<file path="src/rtl/pio_v2_pkg.sv">
// ============================================================================
// Module : pio_v2_pkg
// Brief  : Register map, AXI responses, FSM encodings and strobe helper for pio_v2.
// Rev    : 1.0  initial release
// ============================================================================
`default_nettype none

package pio_v2_pkg;

  // Word index of each register (byte offset >> 2, decoded from addr[5:2])
  localparam logic [3:0] ADDR_ODATA    = 4'h0;
  localparam logic [3:0] ADDR_OENABLE  = 4'h1;
  localparam logic [3:0] ADDR_IDATA    = 4'h2;
  localparam logic [3:0] ADDR_OSET     = 4'h3;
  localparam logic [3:0] ADDR_OCLR     = 4'h4;
  localparam logic [3:0] ADDR_IRQ_EN   = 4'h5;
  localparam logic [3:0] ADDR_IRQ_TYPE = 4'h6;
  localparam logic [3:0] ADDR_IRQ_PEND = 4'h7;
  localparam logic [3:0] ADDR_IRQ_POL  = 4'h8;
  localparam logic [3:0] ADDR_IRQ_ANY  = 4'h9;

  localparam logic [1:0] RESP_OKAY   = 2'b00;
  localparam logic [1:0] RESP_SLVERR = 2'b10;

  localparam logic [2:0] W_I = 3'b001;
  localparam logic [2:0] W_A = 3'b010;
  localparam logic [2:0] W_D = 3'b100;

  localparam logic [1:0] R_I = 2'b01;
  localparam logic [1:0] R_D = 2'b10;

  function automatic logic [31:0] apply_wstrb(input logic [31:0] old,
                                               input logic [31:0] wdata,
                                               input logic [3:0]  wstrb);
    logic [31:0] res;
    res = old;
    for (int k = 0; k < 4; k++) begin
      if (wstrb[k]) res[8*k +: 8] = wdata[8*k +: 8];
    end
    return res;
  endfunction

endpackage

`default_nettype wire

</file>
<file path="src/rtl/pio_v2_sync.sv">
// ============================================================================
// Module : pio_v2_sync
// Brief  : Multi-stage flop synchronizer for asynchronous pin inputs.
// Rev    : 1.0  initial release
// ============================================================================
`default_nettype none

module pio_v2_sync #(
  parameter int WIDTH  = 16,
  parameter int STAGES = 2
) (
  input  logic             clk,
  input  logic             reset_n,
  input  logic [WIDTH-1:0] i_din,
  output logic [WIDTH-1:0] o_dout
);

  logic [WIDTH-1:0] r_stage [STAGES];

  always_ff @(posedge clk or negedge reset_n) begin
    if (!reset_n) begin
      for (int i = 0; i < STAGES; i++) r_stage[i] <= '0;
    end else begin
      r_stage[0] <= i_din;
      for (int i = 1; i < STAGES; i++) r_stage[i] <= r_stage[i-1];
    end
  end

  assign o_dout = r_stage[STAGES-1];

endmodule

`default_nettype wire

</file>
<file path="src/rtl/pio_v2.sv">
// ============================================================================
// Module : pio_v2
// Brief  : AXI4-Lite parallel I/O with set/clear, synchronized inputs and IRQs.
//          Optional both-edge/polarity interrupts via PIO_V2_BOTH_EDGE_EN.
// Rev    : 1.0  initial release
// ============================================================================
`default_nettype none

module pio_v2
  import pio_v2_pkg::*;
#(
  parameter int addrWidth  = 32,
  parameter int dataWidth  = 32,
  parameter int pioWidth   = 16,
  parameter int syncStages = 2
) (
  input  logic                   clk,
  input  logic                   reset_n,
  input  logic                   t_ctrl_awvalid,
  output logic                   t_ctrl_awready,
  input  logic [addrWidth-1:0]   t_ctrl_awaddr,
  input  logic [2:0]             t_ctrl_awprot,
  input  logic                   t_ctrl_wvalid,
  output logic                   t_ctrl_wready,
  input  logic [dataWidth-1:0]   t_ctrl_wdata,
  input  logic [dataWidth/8-1:0] t_ctrl_wstrb,
  output logic                   t_ctrl_bvalid,
  input  logic                   t_ctrl_bready,
  output logic [1:0]             t_ctrl_bresp,
  input  logic                   t_ctrl_arvalid,
  output logic                   t_ctrl_arready,
  input  logic [addrWidth-1:0]   t_ctrl_araddr,
  input  logic [2:0]             t_ctrl_arprot,
  output logic                   t_ctrl_rvalid,
  input  logic                   t_ctrl_rready,
  output logic [dataWidth-1:0]   t_ctrl_rdata,
  output logic [1:0]             t_ctrl_rresp,
  output logic [pioWidth-1:0]    odata,
  output logic [pioWidth-1:0]    oenable,
  input  logic [pioWidth-1:0]    idata,
  output logic                   irq
);

  logic [2:0]           r_wstate, w_wstate_nxt;
  logic [1:0]           r_rstate, w_rstate_nxt;
  logic [3:0]           r_awidx, w_widx;
  logic [1:0]           r_bresp, w_bresp;
  logic [dataWidth-1:0] r_rdata, w_rdata;
  logic [1:0]           r_rresp, w_rresp;
  logic                 w_whs, w_arhs, r_irq;

  logic [31:0]         w_wbits32, w_lanes32;
  logic [pioWidth-1:0] w_wbits, w_lanes;
  logic [pioWidth-1:0] r_odata, r_oen, r_ien, r_itype, r_pend, r_prev;
  logic [pioWidth-1:0] w_sync, w_trig, w_pend_set, w_pend_clr, w_pend_nxt, w_ien_nxt;
`ifdef PIO_V2_BOTH_EDGE_EN
  logic [pioWidth-1:0] r_ipol, r_iany;
`endif

  logic w_unused;
  assign w_unused = ^{t_ctrl_awprot, t_ctrl_arprot, t_ctrl_awaddr[addrWidth-1:6],
                      t_ctrl_awaddr[1:0], t_ctrl_araddr[addrWidth-1:6],
                      t_ctrl_araddr[1:0], w_wbits32, w_lanes32};

  pio_v2_sync #(.WIDTH(pioWidth), .STAGES(syncStages)) u_sync (
    .clk     (clk),
    .reset_n (reset_n),
    .i_din   (idata),
    .o_dout  (w_sync)
  );

  // ---------------- write FSM ----------------
  always_ff @(posedge clk or negedge reset_n) begin
    if (!reset_n) r_wstate <= W_I;
    else          r_wstate <= w_wstate_nxt;
  end

  always_comb begin
    w_wstate_nxt = r_wstate;
    case (r_wstate)
      W_I:     if (t_ctrl_awvalid) w_wstate_nxt = t_ctrl_wvalid ? W_D : W_A;
      W_A:     if (t_ctrl_wvalid)  w_wstate_nxt = W_D;
      W_D:     if (t_ctrl_bready)  w_wstate_nxt = W_I;
      default: w_wstate_nxt = W_I;
    endcase
  end

  always_comb begin
    t_ctrl_awready = (r_wstate == W_I);
    t_ctrl_wready  = (r_wstate == W_A) || ((r_wstate == W_I) && t_ctrl_awvalid);
    t_ctrl_bvalid  = (r_wstate == W_D);
  end

  assign w_whs  = t_ctrl_wvalid & t_ctrl_wready;
  assign w_widx = (r_wstate == W_A) ? r_awidx : t_ctrl_awaddr[5:2];

  assign w_wbits32 = apply_wstrb('0, t_ctrl_wdata, t_ctrl_wstrb);
  assign w_lanes32 = apply_wstrb('0, '1, t_ctrl_wstrb);
  assign w_wbits   = w_wbits32[pioWidth-1:0];
  assign w_lanes   = w_lanes32[pioWidth-1:0];

  always_comb begin
    w_bresp = RESP_OKAY;
    case (w_widx)
      ADDR_ODATA, ADDR_OENABLE, ADDR_IDATA, ADDR_OSET, ADDR_OCLR,
      ADDR_IRQ_EN, ADDR_IRQ_TYPE, ADDR_IRQ_PEND: w_bresp = RESP_OKAY;
`ifdef PIO_V2_BOTH_EDGE_EN
      ADDR_IRQ_POL, ADDR_IRQ_ANY: w_bresp = RESP_OKAY;
`endif
      default: w_bresp = RESP_SLVERR;
    endcase
  end

  // ---------------- interrupt sources ----------------
`ifdef PIO_V2_BOTH_EDGE_EN
  assign w_trig = (r_itype &  r_iany & (w_sync ^ r_prev))
                | (r_itype & ~r_iany & (w_sync ^ r_ipol) & ~(r_prev ^ r_ipol))
                | (~r_itype & (w_sync ^ r_ipol));
`else
  assign w_trig = (r_itype & w_sync & ~r_prev) | (~r_itype & w_sync);
`endif

  assign w_pend_set = r_ien & w_trig;
  assign w_pend_clr = (w_whs && w_widx == ADDR_IRQ_PEND) ? w_wbits : '0;
  // A new event in the same cycle as its W1C keeps the bit pending.
  assign w_pend_nxt = (r_pend & ~w_pend_clr) | w_pend_set;
  assign w_ien_nxt  = (w_whs && w_widx == ADDR_IRQ_EN) ? ((r_ien & ~w_lanes) | w_wbits) : r_ien;

  always_ff @(posedge clk or negedge reset_n) begin
    if (!reset_n) begin
      r_awidx <= '0;
      r_bresp <= RESP_OKAY;
      r_odata <= '0;
      r_oen   <= '0;
      r_ien   <= '0;
      r_itype <= '0;
      r_pend  <= '0;
      r_prev  <= '0;
      r_irq   <= 1'b0;
`ifdef PIO_V2_BOTH_EDGE_EN
      r_ipol  <= '0;
      r_iany  <= '0;
`endif
    end else begin
      if (r_wstate == W_I && t_ctrl_awvalid) r_awidx <= t_ctrl_awaddr[5:2];
      if (w_whs) begin
        r_bresp <= w_bresp;
        case (w_widx)
          ADDR_ODATA:    r_odata <= (r_odata & ~w_lanes) | w_wbits;
          ADDR_OENABLE:  r_oen   <= (r_oen   & ~w_lanes) | w_wbits;
          ADDR_OSET:     r_odata <= r_odata | w_wbits;
          ADDR_OCLR:     r_odata <= r_odata & ~w_wbits;
          ADDR_IRQ_TYPE: r_itype <= (r_itype & ~w_lanes) | w_wbits;
`ifdef PIO_V2_BOTH_EDGE_EN
          ADDR_IRQ_POL:  r_ipol  <= (r_ipol  & ~w_lanes) | w_wbits;
          ADDR_IRQ_ANY:  r_iany  <= (r_iany  & ~w_lanes) | w_wbits;
`endif
          default: ;
        endcase
      end
      r_ien  <= w_ien_nxt;
      r_pend <= w_pend_nxt;
      r_prev <= w_sync;
      r_irq  <= |(w_pend_nxt & w_ien_nxt);
    end
  end

  // ---------------- read FSM ----------------
  always_ff @(posedge clk or negedge reset_n) begin
    if (!reset_n) r_rstate <= R_I;
    else          r_rstate <= w_rstate_nxt;
  end

  always_comb begin
    w_rstate_nxt = r_rstate;
    case (r_rstate)
      R_I:     if (t_ctrl_arvalid) w_rstate_nxt = R_D;
      R_D:     if (t_ctrl_rready)  w_rstate_nxt = R_I;
      default: w_rstate_nxt = R_I;
    endcase
  end

  always_comb begin
    t_ctrl_arready = (r_rstate == R_I);
    t_ctrl_rvalid  = (r_rstate == R_D);
  end

  assign w_arhs = t_ctrl_arvalid & t_ctrl_arready;

  always_comb begin
    w_rdata = '0;
    w_rresp = RESP_OKAY;
    case (t_ctrl_araddr[5:2])
      ADDR_ODATA:            w_rdata = dataWidth'(r_odata);
      ADDR_OENABLE:          w_rdata = dataWidth'(r_oen);
      ADDR_IDATA:            w_rdata = dataWidth'(w_sync);
      ADDR_OSET, ADDR_OCLR:  w_rdata = '0;
      ADDR_IRQ_EN:           w_rdata = dataWidth'(r_ien);
      ADDR_IRQ_TYPE:         w_rdata = dataWidth'(r_itype);
      ADDR_IRQ_PEND:         w_rdata = dataWidth'(r_pend);
`ifdef PIO_V2_BOTH_EDGE_EN
      ADDR_IRQ_POL:          w_rdata = dataWidth'(r_ipol);
      ADDR_IRQ_ANY:          w_rdata = dataWidth'(r_iany);
`endif
      default:               w_rresp = RESP_SLVERR;
    endcase
  end

  always_ff @(posedge clk or negedge reset_n) begin
    if (!reset_n) begin
      r_rdata <= '0;
      r_rresp <= RESP_OKAY;
    end else if (w_arhs) begin
      r_rdata <= w_rdata;
      r_rresp <= w_rresp;
    end
  end

  assign t_ctrl_bresp = r_bresp;
  assign t_ctrl_rdata = r_rdata;
  assign t_ctrl_rresp = r_rresp;
  assign odata        = r_odata;
  assign oenable      = r_oen;
  assign irq          = r_irq;

endmodule

`default_nettype wire

</file>
<file path="config.mk">
export PLATFORM = sky130hd
export DESIGN_NAME = pio_v2
export DESIGN_NICKNAME = d
export VERILOG_FILES = /design/src/rtl/pio_v2_pkg.sv /design/src/rtl/pio_v2_sync.sv /design/src/rtl/pio_v2.sv
export SDC_FILE = /design/constraint.sdc
export NUM_CORES = 1
export LEC_CHECK = 0
export CAP_MARGIN = 20
export CORE_MARGIN = 2
export CORE_UTILIZATION = 47
export CTS_CLUSTER_DIAMETER = 50
export DETAILED_ROUTE_END_ITERATION = 6
export GPL_TIMING_DRIVEN = 0
export HOLD_SLACK_MARGIN = 0.08
export PLACE_DENSITY = 0.82
export SETUP_SLACK_MARGIN = 0.5
export SLEW_MARGIN = 20
export SYNTH_ARGS = -nofsm -noshare
export SYNTH_HDL_FRONTEND = slang
export SYNTH_SLANG_ARGS = --single-unit
</file>
<file path="constraint.sdc">
create_clock -name clk -period 3.1 [get_ports clk]
set_input_delay 0.465 -clock clk [delete_from_list [all_inputs] [get_ports clk]]
set_output_delay 0.465 -clock clk [all_outputs]
set_load 0.02 [all_outputs]
</file>
==> Word level (Yosys, flattened, before mapping) <==
Index checks and enable logic that the tools add are counted.
Widths: inputs -> output; s select.
{ "word_totals": {"register_bits": 174, "latch_bits": 0, "ramBits": 0, "rom_bits": 0, "input_bits": 129, "wordCells": 96, "n_memories": 0} }
{ "classes": {"addsub": 0, "mul": 0, "div_mod_pow": 0, "magnitude_cmp": 0, "n_eq_ne": 23, "n_shift": 0, "n_mux": 19, "bitwise_logic": 25, "reduce_logical": 14} }
{ "op_table": {"columns": ["op", "n"], "rows": [
  ["$and 16x16->16", 11],
  ["$or 16x16->16", 7],
  ["$pmux 16 s6", 1],
  ["$not 16->16", 5],
  ["$pmux 16 s3", 1],
  ["$eq 4x3->1 const B", 8],
  ["$mux 16", 2],
  ["$mux 8", 4],
  ["$reduce_or 16->1", 1],
  ["$eq 4x2->1 const B", 3],
  ["$mux 3", 4],
  ["$pmux 3 s3", 1],
  ["$eq 4x1->1 const B", 2],
  ["$logic_not 4->1", 2],
  ["$mux 2", 4],
  ["$reduce_and 2->1", 4],
  ["$reduce_or 8->1", 1],
  ["$ne 2x2->1 const B", 3],
  ["$mux 4", 1],
  ["$ne 2x1->1 const B", 2],
  ["$pmux 2 s2", 1],
  ["$eq 3x1->1 const B", 1],
  ["$eq 3x2->1 const B", 1],
  ["$eq 3x3->1 const B", 1],
  ["other kinds (7)", 10]
]} }

==> Depth between registers and ports, before layout <==
{ "depth": {"word_depth": 11, "depth_mapped": 8} }

==> Cells and area by module <==
A second synthesis with hierarchy kept.
{ "unflattened": {"cells_unflattened": 592, "hier_area_um2": 6849.1} }
{ "modules_own_cells": {"columns": ["mod", "n_inst", "cells_per_inst", "area_per_inst_um2", "seq_area_each_um2"], "rows": [
  ["pio_v2", 1, 544, 5928.2, 3105.5],
  ["pio_v2_sync", 1, 48, 920.9, 800.8]
]} }

==> Least setup slack after synthesis <==
Ideal clock, no wire load.
{ "synth_path": {"path_kind": "reg2reg", "from": "reg r_wstate[1]", "to": "reg r_irq, in the netlist irq", "setup_ns": 0.139, "t_arrival_ns": 2.258, "required_ns": 2.961, "path_slack_ns": 0.703, "stages_incl_launch_ff": 8, "n_path_buf": 1, "period_less_slack_ns": 2.397, "path_cell_list": "dfrtp_1 nor3b_2 buf_6 mux2_4 or3_4 mux2i_1 o2111ai_1 or4_1"} }
{ "synth_between": {"elab_chain_len": 11, "elab_cells_between_ends": 17, "cone_classes": "eq/ne: 4; mux: 3; bitwise: 5; reduce/logical: 5"} }
{ "synth_rtl": {"columns": ["element", "line_no", "text"], "rows": [
  ["from (decl)", "pio_v2.sv:44", "logic [2:0] r_wstate, w_wstate_nxt;"],
  ["from (signal assigned)", "pio_v2.sv:75", "else r_wstate <= w_wstate_nxt;"],
  ["parallel branches: the longest is 9 deep, another holds $mux 16", null, null],
  ["$and 16x16->16 (*)", "pio_v2.sv:164", "r_irq <= |(w_pend_nxt & w_ien_nxt);"],
  ["$reduce_or 16->1 (*)", "pio_v2.sv:164", null],
  ["to (signal assigned)", "pio_v2.sv:164", null],
  ["to (decl)", "pio_v2.sv:50", "logic w_whs, w_arhs, r_irq;"]
]} }
Every way passes the cells marked *.
A chain may end at the register's enable or synchronous reset.

==> Worst setup path in the final report <==
{ "layout_path": {"from": "reg r_wstate[2]", "to": "reg r_irq, in the netlist irq"} }
Same word-level chain as after synthesis.

==> summary.md <==
| Metric | Value |
|---|---|
| Vias per cell | `6.02` |
| Clock Sinks | `156` |
| HP Class | `reg2reg` |
| Area grow syn2layout | `32.3%` |
| EDFF count, synth | `0` |
| Cell taking the most area after synthesis | `dfrtp_1` |
| Arr. time, crit path | `2.99 ns` |
| Leakage | `4.00 nW` |
| DP Wirelength | `12800 um` |
| Worst-Skew Late Latency | `0.43 ns` |
| Crit path kind | `reg2reg` |
| Max Freq | `0.371 GHz` |
| Initial detailed-routing violation count | `659` |
| Placed instance area | `8140 um2` |
| Vias in the first global route | `5603` |
| Final Non-Filler Cells | `926` |
| Area contributors post-synth | `dfrtp_1 57%, mux2_2 6.0%, a22oi_1 3.6%` |
| Synth unique cells | `47` |
| # DRC | `0` |
| Post-Syn Area per Cell | `11.6 um2` |
| Minimum clock period after layout | `2.69 ns` |
| Rel. slew slack | `39.5%` |
| Total track usage | `25.9%` |
| Mapped Area | `6760 um2` |
| ANT nets after route | `0` |
| Hold path startpoint | `u_sync.r_stage[25]` |
| PwrDens | `773 nW/um2` |
| H-tree Lvls | `4` |
| Final hold slack | `0.342 ns` |
| CP Max Fanout | `8` |
| Placer Congestion | `0.913` |
| Final setup violation count | `0` |
| Final Cycle Share | `86.9%` |
| Layout cells sized above 1 | `22.7%` |
| Delay-heaviest family, CP | `simple AND/OR/NAND/NOR gates` |
| Max-Cap Viols | `0` |
| Top-Level Pins | `203` |
| Crit. path cell count | `7` |
| Buf/Inv on CP | `1` |
| Clock skew | `0.00689 ns` |
| Die height | `124 um` |
| # port buffers | `104` |
| Outcome | `completed` |
| Sequential cell area fraction in the yosys report | `57.8%` |
| Die area | `15400 um2` |
| Final wirelength | `19200 um` |
| Largest stage delay, worst path | `0.55 ns` |
| TritonCTS clock tree | `yes` |
| WL/cell | `20.8 um` |
| Worst-path clk slew | `0.06 ns` |
| Clock tree buffer depth | `2` |
| Worst Setup End Kind | `flop` |
| Worst r2r dst | `irq` |
| Worst vdd ir | `0.000462 V` |
| R2R setup slack | `0.41 ns` |
| Critical Path Start Type | `flop` |
| CTS Root Cell | `clkbuf_16` |
| Worst EP required | `3.40 ns` |
| Post-Synthesis Cells | `584` |
| Hold Path End | `u_sync.o_dout[9]` |
| Top cells by count, synth | `154 x dfrtp_1, 55 x nand2_1, 38 x o21ai_0` |
| Slowest stage cell, crit path | `or4_4` |
| Grt ovf | `0` |
| Number of antenna violations at the first check in global routing | `0` |
| Initial Utilization | `48.3%` |
| Worst R2R Start | `r_wstate[2]` |
| Antenna Cells | `0` |
| Endpoints failing hold | `0` |
| Synth top area share | `57.0%` |
| Cell total after placement | `887` |
| Synth warn | `0` |
| Final instance area | `8950 um2` |
| Worst hold stages | `0` |
| Row cnt | `43` |
| Global-route wire length before repair | `29200 um` |
| Die Span X | `124 um` |
| Drt first pass iters | `6` |
| NumNets Final | `862` |
| Post-synthesis register bit count | `156` |
| Synth async-reset ratio | `100%` |
| Worst-Margin Slew | `0.904 ns` |
| Vias after detailed routing | `5577` |
| Post-synth top flop | `dfrtp_1` |
| Core Box Area | `14000 um2` |
| Most frequent cell after synthesis | `dfrtp_1` |
| Cts bufs inserted | `17` |
| Final Max Tran Viols | `0` |
| Largest net degree at the start of global routing | `108` |
| RSZ-0062 raised after global routing | `yes` |
| Cell Chain, Critical Path | `nor3b_2 > buf_6 > mux2_4 > or3_4 > mux2i_1 > o2111ai_1 > or4_4` |
| Register-to-Register Path Depth | `7` |
==> per-stage QoR <==
stage / total power [mW] / worst slack [ns] / utilization, % / setup TNS [ns]
finish: 6.91 / 0.407 / 64.0 / 0
CTS: 6.84 / 0.264 / 63.1 / 0
detailed placement: 4.67 / -0.219 / 58.2 / -1.57
global placement: 4.60 / -4.34 / 57.9 / -674.66
floorplan: 3.79 / 0.703 / - / 0
global route: 7.20 / 0.337 / 64.0 / 0
==> worst register-to-register path, delay by kind of cell (launching register included) <==
family / cells / cell delay (ns)
compound gates: 1 / 0.14
buf+inv: 1 / 0.18
flops: 1 / 0.43
mux: 2 / 0.62
simple gates: 3 / 1.19
==> cells by family (layout without fill, tap and decap cells) <==
family | Yosys count | count (layout) | synth area share, %
AO/OA/AOI/OAI | 170 | 170 | 18.0
buffers and inverters | 68 | 213 | 4.96
flip-flops | 156 | 156 | 57.8
multiplexers | 46 | 46 | 7.72
other | 1 | 18 | 0.0555
AND/OR/NAND/NOR | 143 | 143 | 11.5
==> area by class of cell <==
| cell class | instances | area, um2 |
|---|---|---|
| clock buffer | 18 | 439 |
| inverter | 27 | 101 |
| buffer | 41 | 260 |
| sequential | 156 | 3910 |
| multi-input combinational | 377 | 2710 |
| timing repair buffer | 113 | 1130 |
| clock inverter | 14 | 169 |
| tap | 180 | 225 |
| fill | 1044 | 5040 |
==> layout by cell type (no fill, tap or decap), types with 15 or more instances in the layout <==
master	instances
o21ai_0	38
or2_2	27
clkbuf_16	17
conb_1	18
buf_4	26
clkdlybuf4s50_1	102
a221oi_1	16
a21oi_1	15
dfrtp_1	152
inv_1	27
nand2_1	55
a22oi_1	32
mux2_2	36
a22o_1	16
==> where the power goes <==
| group | internal (mW) | total (mW) | switching [mW] |
|---|---|---|---|
| Clock | 1.29 | 2.15 | 0.859 |
| Sequential | 2.47 | 2.85 | 0.372 |
| Combinational | 0.933 | 1.92 | 0.990 |
==> worst max path at each step <==
stage	start	to	slack [ns]
after detailed placement	t_ctrl_awaddr[4]	irq	-0.22
after floorplan	r_wstate[1]	irq	0.70
after global placement	reset_n	u_sync.r_stage[27]	-4.34
final	r_wstate[2]	irq	0.41
after CTS	r_wstate[1]	irq	0.26
after global routing	r_wstate[2]	irq	0.34
==> layer usage <==
| metal | vias up | routed length (um) | share of wire (%) | GRT usage, % |
|---|---|---|---|---|
| met1 | 2737 | 7340 | 38 | 30.5 |
| met3 | 62 | 1870 | 9.7 | 8.70 |
| met2 | 339 | 9450 | 49 | 42.4 |
| met4 | 0 | 560 | 2.9 | 12.6 |
| met5 | - | 0 | 0 | 0 |
| li1 | 2439 | - | - | - |
==> repair_timing <==
| item | in CTS | in global routing |
|---|---|---|
| hold buffers | 1 | 0 |
| setup buffers | 1 | 5 |
| hold endpoints to repair | 48 | 0 |
| pin swaps | 0 | 1 |
| gates resized for setup | 14 | 38 |
| endpoints found under the setup margin | 56 | 42 |
Power figures use the tool's default switching activity.
